===== config.mk =====
export PLATFORM = sky130hd
export DESIGN_NAME = wb_port_arbiter_flat
export DESIGN_NICKNAME = d
export VERILOG_FILES = /design/src/rtl/wb_port_arbiter_if.sv /design/src/rtl/wb_port_arbiter.sv /design/src/flat_wrapper.sv
export SDC_FILE = /design/constraint.sdc
export NUM_CORES = 1
export LEC_CHECK = 0
export CAP_MARGIN = 15
export CORE_ASPECT_RATIO = 1.75
export CORE_MARGIN = 2
export CORE_UTILIZATION = 39
export CTS_CLUSTER_SIZE = 8
export DETAILED_ROUTE_END_ITERATION = 10
export PLACE_DENSITY_LB_ADDON = 0.25
export SYNTH_ARGS = -nofsm -noshare
export SYNTH_HDL_FRONTEND = slang
export SYNTH_SLANG_ARGS = --single-unit

===== constraint.sdc =====
create_clock -name clk -period 7.3 [get_ports clk]
set_input_delay 1.46 -clock clk [delete_from_list [all_inputs] [get_ports clk]]
set_output_delay 1.46 -clock clk [all_outputs]
set_load 0.02 [all_outputs]

===== src/rtl/wb_port_arbiter_if.sv =====
// ---------------------------------------------------------------------------
// wb_port_arbiter_if
//   Bundles every bus signal of wb_port_arbiter: the pipeline WB request,
//   the long-unit issue/result channels, the decode hazard query, the
//   register-file write port, the perf counters and the FSM debug state.
//
//   modport slave  : the arbiter's view (consumes requests, drives the port)
//   modport master : the environment's view (pipeline, long unit, decode)
//
//   lu_wb valid/ready: a result transfers in any cycle where lu_wb_valid and
//   lu_wb_ready are both high; ready never depends on valid, and a producer
//   that sees ready low keeps its result and tries again next cycle.
// ---------------------------------------------------------------------------
interface wb_port_arbiter_if;
    logic        pipe_wb_valid;
    logic [4:0]  pipe_wb_rd;
    logic [31:0] pipe_wb_data;

    logic        lu_issue_valid;
    logic [4:0]  lu_issue_rd;

    logic        lu_wb_valid;
    logic        lu_wb_ready;
    logic [4:0]  lu_wb_rd;
    logic [31:0] lu_wb_data;

    logic [4:0]  dec_rs1;
    logic [4:0]  dec_rs2;
    logic [4:0]  dec_rd;
    logic        dec_rs1_used;
    logic        dec_rs2_used;
    logic        dec_regwen;

    logic        stall_decode;
    logic        stall_pipe;

    logic        wb_regwen;
    logic [4:0]  wb_rd;
    logic [31:0] wb_data;

    logic [31:0] perf_conflicts;
    logic [31:0] perf_forced;

    logic [1:0]  dbg_state;

    modport slave (
        input  pipe_wb_valid, pipe_wb_rd, pipe_wb_data,
        input  lu_issue_valid, lu_issue_rd,
        input  lu_wb_valid, lu_wb_rd, lu_wb_data,
        output lu_wb_ready,
        input  dec_rs1, dec_rs2, dec_rd, dec_rs1_used, dec_rs2_used, dec_regwen,
        output stall_decode, stall_pipe,
        output wb_regwen, wb_rd, wb_data,
        output perf_conflicts, perf_forced,
        output dbg_state
    );

    modport master (
        output pipe_wb_valid, pipe_wb_rd, pipe_wb_data,
        output lu_issue_valid, lu_issue_rd,
        output lu_wb_valid, lu_wb_rd, lu_wb_data,
        input  lu_wb_ready,
        output dec_rs1, dec_rs2, dec_rd, dec_rs1_used, dec_rs2_used, dec_regwen,
        input  stall_decode, stall_pipe,
        input  wb_regwen, wb_rd, wb_data,
        input  perf_conflicts, perf_forced,
        input  dbg_state
    );
endinterface


===== src/rtl/wb_port_arbiter.sv =====
// ---------------------------------------------------------------------------
// wb_port_arbiter
//   Shares the single register-file write port between the in-order WB
//   stage and an out-of-band long-latency unit. Long-unit results that lose
//   the port are buffered in a DEPTH-entry FIFO; a per-register scoreboard
//   tracks destinations of outstanding long-unit ops and stalls decode on
//   RAW/WAW hazards. A FIFO head denied STARVE_LIMIT cycles in a row gets a
//   one-cycle forced write while the whole pipeline is frozen.
//
// Ports
//   clk, rst : clock, synchronous active-high reset
//   bus      : wb_port_arbiter_if.slave (request, result, hazard and write
//              port signals, perf counters, dbg_state = FSM state)
//
// Parameters
//   DEPTH        : FIFO entries (power of two, >= 2)
//   STARVE_LIMIT : denied cycles tolerated before a forced head write
//
// Build option
//   WB_ARB_PERF_EN : when defined, perf_conflicts / perf_forced are live
//                    32-bit wrapping counters; otherwise both read 0.
// ---------------------------------------------------------------------------
module wb_port_arbiter #(
    parameter int DEPTH        = 4,
    parameter int STARVE_LIMIT = 8
) (
    input  logic              clk,
    input  logic              rst,
    wb_port_arbiter_if.slave  bus
);
    localparam int AW = $clog2(DEPTH);
    localparam int CW = AW + 1;
    localparam int WW = $clog2(STARVE_LIMIT) + 1;

    typedef enum logic [1:0] {
        S_IDLE  = 2'd0,
        S_DRAIN = 2'd1,
        S_FORCE = 2'd2
    } state_t;

    state_t          state;
    logic [WW-1:0]   wait_cnt;
    logic [CW-1:0]   count;
    logic [AW-1:0]   rd_ptr;
    logic [AW-1:0]   wr_ptr;
    logic [4:0]      fifo_rd   [DEPTH];
    logic [31:0]     fifo_data [DEPTH];
    logic [31:0]     sb;

    logic            fifo_empty;
    logic            lu_ready;
    logic            sel_pipe;
    logic            deq;
    logic            direct;
    logic            enq;
    logic            port_valid;
    logic [4:0]      port_rd;
    logic [31:0]     port_data;
    logic [CW-1:0]   count_next;
    logic [31:0]     sb_next;

    assign fifo_empty = (count == '0);
    assign lu_ready   = (count < CW'(DEPTH));

    // Port source selection. FORCE overrides the pipeline; direct
    // pass-through only when nothing else wants the port.
    always_comb begin
        sel_pipe = 1'b0;
        deq      = 1'b0;
        direct   = 1'b0;
        if (state == S_FORCE)        deq      = 1'b1;
        else if (bus.pipe_wb_valid)  sel_pipe = 1'b1;
        else if (!fifo_empty)        deq      = 1'b1;
        else if (bus.lu_wb_valid)    direct   = 1'b1;
    end

    always_comb begin
        port_rd   = '0;
        port_data = '0;
        if (sel_pipe) begin
            port_rd   = bus.pipe_wb_rd;
            port_data = bus.pipe_wb_data;
        end else if (deq) begin
            port_rd   = fifo_rd[rd_ptr];
            port_data = fifo_data[rd_ptr];
        end else if (direct) begin
            port_rd   = bus.lu_wb_rd;
            port_data = bus.lu_wb_data;
        end
    end

    assign port_valid = sel_pipe | deq | direct;
    assign enq        = bus.lu_wb_valid && lu_ready && !direct;
    assign count_next = count + CW'(enq) - CW'(deq);

    // Clear the bit of a long-unit result reaching the port, then apply a
    // new issue so that set wins when both name the same register.
    always_comb begin
        sb_next = sb;
        if ((deq || direct) && port_rd != 5'd0) sb_next[port_rd] = 1'b0;
        if (bus.lu_issue_valid && bus.lu_issue_rd != 5'd0) sb_next[bus.lu_issue_rd] = 1'b1;
        sb_next[0] = 1'b0;
    end

    assign bus.wb_regwen    = port_valid && (port_rd != 5'd0);
    assign bus.wb_rd        = port_rd;
    assign bus.wb_data      = port_data;
    assign bus.lu_wb_ready  = lu_ready;
    assign bus.stall_pipe   = (state == S_FORCE);
    assign bus.dbg_state    = state;
    assign bus.stall_decode =
        (bus.dec_rs1_used && bus.dec_rs1 != 5'd0 && sb[bus.dec_rs1]) |
        (bus.dec_rs2_used && bus.dec_rs2 != 5'd0 && sb[bus.dec_rs2]) |
        (bus.dec_regwen   && bus.dec_rd  != 5'd0 && sb[bus.dec_rd]);

    always_ff @(posedge clk) begin
        if (!rst && enq) begin
            fifo_rd[wr_ptr]   <= bus.lu_wb_rd;
            fifo_data[wr_ptr] <= bus.lu_wb_data;
        end
    end

    always_ff @(posedge clk) begin
        if (rst) begin
            state    <= S_IDLE;
            wait_cnt <= '0;
            count    <= '0;
            rd_ptr   <= '0;
            wr_ptr   <= '0;
            sb       <= '0;
        end else begin
            count <= count_next;
            sb    <= sb_next;
            if (enq) wr_ptr <= wr_ptr + AW'(1);
            if (deq) rd_ptr <= rd_ptr + AW'(1);
            case (state)
                S_IDLE: begin
                    if (enq) state <= S_DRAIN;
                end
                S_DRAIN: begin
                    if (deq) begin
                        wait_cnt <= '0;
                        if (count_next == '0) state <= S_IDLE;
                    end else if (wait_cnt == WW'(STARVE_LIMIT - 1)) begin
                        // wait_cnt is cleared by the forced write itself
                        state <= S_FORCE;
                    end else begin
                        wait_cnt <= wait_cnt + WW'(1);
                    end
                end
                S_FORCE: begin
                    wait_cnt <= '0;
                    state    <= (count_next == '0) ? S_IDLE : S_DRAIN;
                end
                default: state <= S_IDLE;
            endcase
        end
    end

`ifdef WB_ARB_PERF_EN
    logic [31:0] perf_conf_q;
    logic [31:0] perf_force_q;

    always_ff @(posedge clk) begin
        if (rst) begin
            perf_conf_q  <= '0;
            perf_force_q <= '0;
        end else begin
            if (bus.pipe_wb_valid && (!fifo_empty || bus.lu_wb_valid))
                perf_conf_q <= perf_conf_q + 32'd1;
            if (state == S_FORCE)
                perf_force_q <= perf_force_q + 32'd1;
        end
    end

    assign bus.perf_conflicts = perf_conf_q;
    assign bus.perf_forced    = perf_force_q;
`else
    assign bus.perf_conflicts = '0;
    assign bus.perf_forced    = '0;
`endif

endmodule


===== src/flat_wrapper.sv =====
// flat-port wrapper written by rule: the top's interface ports become plain ports
module wb_port_arbiter_flat 
#(
    parameter int DEPTH        = 4,
    parameter int STARVE_LIMIT = 8
)
  (clk, rst, bus_pipe_wb_valid, bus_pipe_wb_rd, bus_pipe_wb_data, bus_lu_issue_valid, bus_lu_issue_rd, bus_lu_wb_valid, bus_lu_wb_rd, bus_lu_wb_data, bus_lu_wb_ready, bus_dec_rs1, bus_dec_rs2, bus_dec_rd, bus_dec_rs1_used, bus_dec_rs2_used, bus_dec_regwen, bus_stall_decode, bus_stall_pipe, bus_wb_regwen, bus_wb_rd, bus_wb_data, bus_perf_conflicts, bus_perf_forced, bus_dbg_state);
  wb_port_arbiter_if bus_i ();
  input  logic clk;
  input  logic rst;
  input wire logic [$bits(bus_i.pipe_wb_valid)-1:0] bus_pipe_wb_valid;
  input wire logic [$bits(bus_i.pipe_wb_rd)-1:0] bus_pipe_wb_rd;
  input wire logic [$bits(bus_i.pipe_wb_data)-1:0] bus_pipe_wb_data;
  input wire logic [$bits(bus_i.lu_issue_valid)-1:0] bus_lu_issue_valid;
  input wire logic [$bits(bus_i.lu_issue_rd)-1:0] bus_lu_issue_rd;
  input wire logic [$bits(bus_i.lu_wb_valid)-1:0] bus_lu_wb_valid;
  input wire logic [$bits(bus_i.lu_wb_rd)-1:0] bus_lu_wb_rd;
  input wire logic [$bits(bus_i.lu_wb_data)-1:0] bus_lu_wb_data;
  output wire logic [$bits(bus_i.lu_wb_ready)-1:0] bus_lu_wb_ready;
  input wire logic [$bits(bus_i.dec_rs1)-1:0] bus_dec_rs1;
  input wire logic [$bits(bus_i.dec_rs2)-1:0] bus_dec_rs2;
  input wire logic [$bits(bus_i.dec_rd)-1:0] bus_dec_rd;
  input wire logic [$bits(bus_i.dec_rs1_used)-1:0] bus_dec_rs1_used;
  input wire logic [$bits(bus_i.dec_rs2_used)-1:0] bus_dec_rs2_used;
  input wire logic [$bits(bus_i.dec_regwen)-1:0] bus_dec_regwen;
  output wire logic [$bits(bus_i.stall_decode)-1:0] bus_stall_decode;
  output wire logic [$bits(bus_i.stall_pipe)-1:0] bus_stall_pipe;
  output wire logic [$bits(bus_i.wb_regwen)-1:0] bus_wb_regwen;
  output wire logic [$bits(bus_i.wb_rd)-1:0] bus_wb_rd;
  output wire logic [$bits(bus_i.wb_data)-1:0] bus_wb_data;
  output wire logic [$bits(bus_i.perf_conflicts)-1:0] bus_perf_conflicts;
  output wire logic [$bits(bus_i.perf_forced)-1:0] bus_perf_forced;
  output wire logic [$bits(bus_i.dbg_state)-1:0] bus_dbg_state;
  assign bus_i.pipe_wb_valid = bus_pipe_wb_valid;
  assign bus_i.pipe_wb_rd = bus_pipe_wb_rd;
  assign bus_i.pipe_wb_data = bus_pipe_wb_data;
  assign bus_i.lu_issue_valid = bus_lu_issue_valid;
  assign bus_i.lu_issue_rd = bus_lu_issue_rd;
  assign bus_i.lu_wb_valid = bus_lu_wb_valid;
  assign bus_i.lu_wb_rd = bus_lu_wb_rd;
  assign bus_i.lu_wb_data = bus_lu_wb_data;
  assign bus_lu_wb_ready = bus_i.lu_wb_ready;
  assign bus_i.dec_rs1 = bus_dec_rs1;
  assign bus_i.dec_rs2 = bus_dec_rs2;
  assign bus_i.dec_rd = bus_dec_rd;
  assign bus_i.dec_rs1_used = bus_dec_rs1_used;
  assign bus_i.dec_rs2_used = bus_dec_rs2_used;
  assign bus_i.dec_regwen = bus_dec_regwen;
  assign bus_stall_decode = bus_i.stall_decode;
  assign bus_stall_pipe = bus_i.stall_pipe;
  assign bus_wb_regwen = bus_i.wb_regwen;
  assign bus_wb_rd = bus_i.wb_rd;
  assign bus_wb_data = bus_i.wb_data;
  assign bus_perf_conflicts = bus_i.perf_conflicts;
  assign bus_perf_forced = bus_i.perf_forced;
  assign bus_dbg_state = bus_i.dbg_state;
  wb_port_arbiter #(.DEPTH(DEPTH), .STARVE_LIMIT(STARVE_LIMIT)) u_core (.clk(clk), .rst(rst), .bus(bus_i));
endmodule

==> results of run 1 <==
-- worst paths after layout --
| path | start | end | slack (ps) | cells past startpoint |
|---|---|---|---|---|
| setup / recovery | bus_dec_rs2[0] | bus_stall_decode | 1580 | 7 |
| hold / removal | u_core.wait_cnt[1] | u_core.wait_cnt[1] | 490 | 2 |
| setup reg to reg | u_core.bus.dbg_state[0] | u_core.bus.dbg_state[0] | 3110 | 14 |
| hold reg to reg | u_core.wait_cnt[1] | u_core.wait_cnt[1] | 490 | 2 |
-- area by class of cell --
| type | instances | area [um^2] |
|---|---|---|
| clock buffers | 18 | 429.2 |
| clock inverters | 14 | 170.2 |
| fillers | 2189 | 12740 |
| inverters | 39 | 146.4 |
| multi-input cells | 435 | 3789 |
| flip-flops and latches | 194 | 5368 |
| well taps | 312 | 390.4 |
| repair buffers | 151 | 1501 |
-- placed cells by master, fill, tap and decap left out, types with 8 or more instances in the layout --
cell type	netlist	layout
a21oi_1	36	36
a222oi_1	27	27
a311oi_1	28	28
clkbuf_16	0	17
clkdlybuf4s50_1	0	144
conb_1	1	64
dfxtp_1	46	44
edfxtp_1	148	148
ha_1	11	11
inv_1	38	38
mux2i_1	23	23
mux4_2	58	58
nand2_1	51	51
nand2b_1	8	8
nor2_1	15	15
nor2b_1	13	12
nor3b_1	10	10
o21ai_0	9	9
-- per-layer routing --
| layer | vias up | part of all wire | wire, um | GRT usage |
|---|---|---|---|---|
| li1 | 2915 | - | - | - |
| met1 | 3146 | 0.37 | 8713 | 0.1973 |
| met2 | 221 | 0.55 | 12760 | 0.3390 |
| met3 | 38 | 0.047 | 1102 | 0.02724 |
| met4 | 0 | 0.033 | 768 | 0.08346 |
| met5 | - | 0 | 0 | 0 |
-- power by group through the flow --
stage               clock [uW]  sequential, uW  combinational (uW)
finish                     944            1320                1210
global route              1000            1330                1310
CTS                        963            1320                1220
detailed placement           0            1350                1220
global placement             0            1350                1220
floorplan                    0            1320                 844
-- worst min-delay path, delay by kind of cell (launching register included) --
| family | cells | cell delay, ps |
|---|---|---|
| compound gates | 1 | 50 |
| flops | 1 | 330 |
| simple gates | 1 | 60 |
-- stage by stage --
step,instance area (um^2),std cells
after floorplan,9963,775
after global placement,11180,1130
after detailed placement,11180,1130
after CTS,11780,1162
after global routing,11790,1163
final,11790,1163
-- registers in the layout (all words and copies together), names as in the netlist, named ones only --
register and cells:
u_core.sb 31, u_core.wait_cnt 4, u_core.count 3, u_core.rd_ptr 2, u_core.fifo_rd 20, u_core.fifo_data 128, u_core.bus.dbg_state 2, u_core.wr_ptr 2
-- cells by family after synthesis --
family | synth area share
muxes | 0.1603
DFF | 0.5516
adders and majority gates | 0.01621
buffers and inverters | 0.08464
and+or+nand+nor | 0.07770
AOI/OAI and AO/OA | 0.1015
xor gates and xnor gates | 0.007718
other | 0.0003855
==> summary.txt, run 1 <==
Clocking
  • Skew-Pair Late Insertion Delay: 440 ps
  • PostCTS Resize Cnt: 0
  • Clock tree root buffer cell: clkbuf_16
  • TritonCTS buffer count: 17
  • TritonCTS clock tree: built
  • Clock-pin slew on the worst setup and hold paths: 70 ps
  • Max clock buf depth: 2
  • Post CTS Setup Buffer Count: 0
  • CTS Sinks: 194
  • CTS Hold Bufs: 0
  • Clock H-tree levels: 4

Critical path
  • Worst Setup End Kind: output port
  • Worst path max stage delay: 880 ps
  • Crit path buffers/inverters: 2
  • Worst setup SP type: input pin
  • Worst Path Class, Setup: in -> out
  • Worst path required time: 5840 ps
  • Critical path, cell by cell: clkdlybuf4s50_1, mux2i_1, mux4_2, mux4_2, nand2b_1, nand4_1, clkdlybuf4s50_1
  • Worst path top cell family by delay: buffers and inverters
  • Worst-path maximum fanout: 10
  • Worst path arrival time: 4260 ps
  • Crit-path slowest cell: clkdlybuf4s50_1

Run
  • # Max-Cap Violations: 0

Run status
  • Status: complete, no violations

Synth
  • Seq/Total Area, Yosys: 0.5516
  • Ys async rst share: 0
  • Flops & latches, synth: 194
  • Unique masters post-synth: 62
  • Mean post-synth cell area: 13.66 um^2
  • Synth Warn #: 0
  • Prevailing post-synth register cell: edfxtp_1
  • Top cell type's share of synthesized area: 0.4569
  • Cells after Synth: 712
  • Post-synth EDFFs: 148
  • Most frequent cells after synthesis: edfxtp_1, buf_4, mux4_2
  • Synth top area cells: edfxtp_1, mux4_2, dfxtp_1
  • Post-synth top area cell: edfxtp_1
  • Cell Area, Synth: 9727 um^2
  • Count leader, synth: edfxtp_1

Power and ir drop
  • Combinational cell fraction of total power: 0.348
  • Clock network fraction of total power: 0.271
  • Total power: 3476 uW
  • Part of the power in registers: 0.380
  • Max VDD drop: 0.1865 mV
  • PD cells: 294.7 nW/um^2
  • Static leakage: 0.004034 uW
  • Pint: 2337 uW
  • Sw Ratio: 0.3278
  • Switching power: 1139 uW

Route
  • Routed vias: 6,320
  • Via density: 5.434
  • Drt wl/cell: 20.07 um
  • Router iterations before antenna repair: 8
  • Initial DRC count: 518
  • Routed Antenna Nets: 0
  • Residual DRC count: 0
  • DRT Wirelength: 23.35 mm

Place
  • Pre-CTS WS: 1555 ps
  • Global placement routability congestion: 0.8449
  • Port bufs: 144
  • Dpl hpwl: 16.43 mm

GRT
  • GRT Residual Overflow: 0
  • All-Layer GR Usage: 0.1817
  • Initial antenna violation count: 0
  • Vias in the first global route: 6,365
  • First-pass GRT wire length: 35.38 mm
  • Largest net degree at the start of global routing: 50

STA
  • Clk_skew: 9.612 ps
  • Slew Viols, Final: 0
  • Fin worst setup slack: 1576 ps
  • Highest clock rate: 174.7 MHz
  • Fin crit period: 5724 ps
  • Final Hold Vio Count: 0
  • Unrepaired setup endpoints after global routing: false
  • Final setup violation count: 0
  • Tcrit/Tclk final: 0.7841
  • Measured slew at the worst slew-check pin: 1164 ps
  • Fin Setup TNS: 0 ps
  • Min Hold Slack: 485.8 ps
  • Max transition margin: 0.2211

Floorplanning
  • # IOs: 209
  • # rows: 76
  • Die height: 212.9 um
  • Die width: 123.4 um
  • Core ar.: 24,530 um^2
  • Die area: 26,270 um^2
  • Starting density of the core: 0.3965

Cells and area
  • Layout area overhead: 21.25%
  • Ant diodes: 0
  • Share of cells above drive strength 1: 0.1328
  • Nets: 952
  • Fin util: 0.4807

Worst hold path
  • Hold WC Path Type: reg -> reg
(Power assumes the default switching activity.)
==> run 2, diff against run 1 <==
==> constraint.sdc (replaced) <==
create_clock -name clk -period 5.2 [get_ports clk]
set_input_delay 1.04 -clock clk [delete_from_list [all_inputs] [get_ports clk]]
set_output_delay 1.04 -clock clk [all_outputs]
set_load 0.02 [all_outputs]
==> summary.txt, run 2 (same netlist as run 1, synthesis figures left out) <==
Clocking
  • Clock-pin slew on the worst setup and hold paths: 70 ps
  • PostCTS Resize Cnt: 0
  • CTS Sinks: 194
  • Clock tree root buffer cell: clkbuf_16
  • Max clock buf depth: 2
  • TritonCTS buffer count: 17
  • Post CTS Setup Buffer Count: 0
  • TritonCTS clock tree: built
  • CTS Hold Bufs: 0
  • Clock H-tree levels: 4
  • Skew-Pair Late Insertion Delay: 430 ps

Cells and area
  • Register area: 5368 um^2
  • Ant diodes: 0
  • Nets: 958
  • Top Registers: u_core.fifo_data (128), u_core.sb (31), u_core.fifo_rd (20)
  • # fillers: 2,207
  • Area of the multi-input gates: 3789 um^2
  • Most common cell after layout, fill and taps aside: edfxtp_1
  • Share of cells above drive strength 1: 0.1390
  • Largest Register: u_core.fifo_data
  • Largest register FFs: 128
  • Layout area overhead: 21.74%
  • Most frequent cells in the layout: edfxtp_1, clkdlybuf4s50_1, conb_1, mux4_2, nand2_1

STA
  • Tcrit/Tclk final: 0.9130
  • Slew Viols, Final: 0
  • Fin Setup TNS: 0 ps
  • Final Hold Vio Count: 0
  • Clk_skew: 8.952 ps
  • Fin crit period: 4748 ps
  • Unrepaired setup endpoints after global routing: false
  • Measured slew at the worst slew-check pin: 1183 ps
  • Highest clock rate: 210.6 MHz
  • Max transition margin: 0.2083
  • Min Hold Slack: 478.4 ps
  • Final setup violation count: 0

GRT
  • All-Layer GR Usage: 0.1823
  • Initial antenna violation count: 0
  • Vias in the first global route: 6,359
  • GRT Residual Overflow: 0
  • First-pass GRT wire length: 35.39 mm
  • Largest net degree at the start of global routing: 49

Worst hold path
  • Hold WC Path Type: reg -> reg

Place
  • Dpl hpwl: 16.90 mm
  • Port bufs: 144
  • Global placement routability congestion: 0.8969

Floorplanning
  • Core ar.: 24,530 um^2
  • # IOs: 209
  • Die height: 212.9 um
  • # rows: 76
  • Die width: 123.4 um
  • Starting density of the core: 0.3965
  • Die area: 26,270 um^2

Critical path
  • Worst path required time: 4160 ps
  • Worst setup SP type: register
  • Worst Setup End Kind: output port
  • Worst Path Class, Setup: reg -> out
  • Worst-path maximum fanout: 17
  • Worst path arrival time: 3710 ps

Route
  • Drt wl/cell: 20.38 um
  • Router iterations before antenna repair: 5
  • Via density: 5.479
  • Residual DRC count: 0
  • Initial DRC count: 383
  • DRT Wirelength: 23.81 mm
  • Routed vias: 6,400
  • Routed Antenna Nets: 0

Power and ir drop
  • Static leakage: 0.004068 uW
  • Max VDD drop: 0.2685 mV
  • PD cells: 416.7 nW/um^2

Run
  • # Max-Cap Violations: 0

Run status
  • Status: complete, no violations
run 2: cell types whose count changed in the layout (fill, tap and decap cells not counted), sizes merged:
| cell | previous run | this run |
|---|---|---|
| clkinvlp | 1 | 2 |
| bufinv | 2 | 4 |
| inv | 44 | 40 |
| clkinv | 6 | 7 |
| buf | 7 | 12 |
run 2: final timing paths:
path | cells past startpoint | end | startpoint | slack [ps]
min reg2reg | 2 | u_core.wait_cnt[1] | u_core.wait_cnt[1] | 480
max | 8 | bus_wb_regwen | u_core.bus.dbg_state[0] | 450
max reg2reg | 15 | u_core.bus.dbg_state[1] | u_core.bus.dbg_state[0] | 1080
min | 2 | u_core.wait_cnt[1] | u_core.wait_cnt[1] | 480
run 2: power by group:
group          total [uW]  switching (uW)  internal, uW  leakage, uW
combinational        1720             939           786      0.00206
sequential           1850            69.2          1780      0.00171
clock                1360             563           802     0.000299
total                4930            1570          3360      0.00407
run 2: through the flow:
stage | util | power, uW | instances | cell area [um^2] | setup WS [ps]
finish | 0.4827 | 4934 | 1168 | 11840 | 452.5
global route | 0.4827 | 5161 | 1168 | 11840 | 309.8
CTS | 0.4825 | 4990 | 1167 | 11840 | 416.3
detailed placement | 0.4575 | 3622 | 1136 | 11220 | 485.4
global placement | 0.4575 | 3613 | 1136 | 11220 | 494.4
floorplan | - | 3034 | 775 | 9963 | 1187
run 2: layout make-up:
cell class                 count  share of cell area
timing repair buffer         157              0.1298
clock inverter                14             0.01574
multi-input combinational    435              0.3199
inverter                      39             0.01236
tap                          312             0.03297
clock buffer                  17             0.03593
sequential                   194              0.4533
run 2: metal layers:
layer  global-route usage  share of wire  vias up
li1                     -              -     2924
met1               0.1894           0.36     3204
met2               0.3473           0.56      222
met3              0.03232          0.046       50
met4              0.08072          0.032        0
met5                    0              0        -
run 2: critical path: stages, from the launching register on:
cell and delay [ps]:
dfxtp_1 420, inv_1 90, ha_1 330, or4_4 680
a21o_1 220, a32o_2 320, nor3_4 250, or3b_1 380
clkdlybuf4s50_1 560
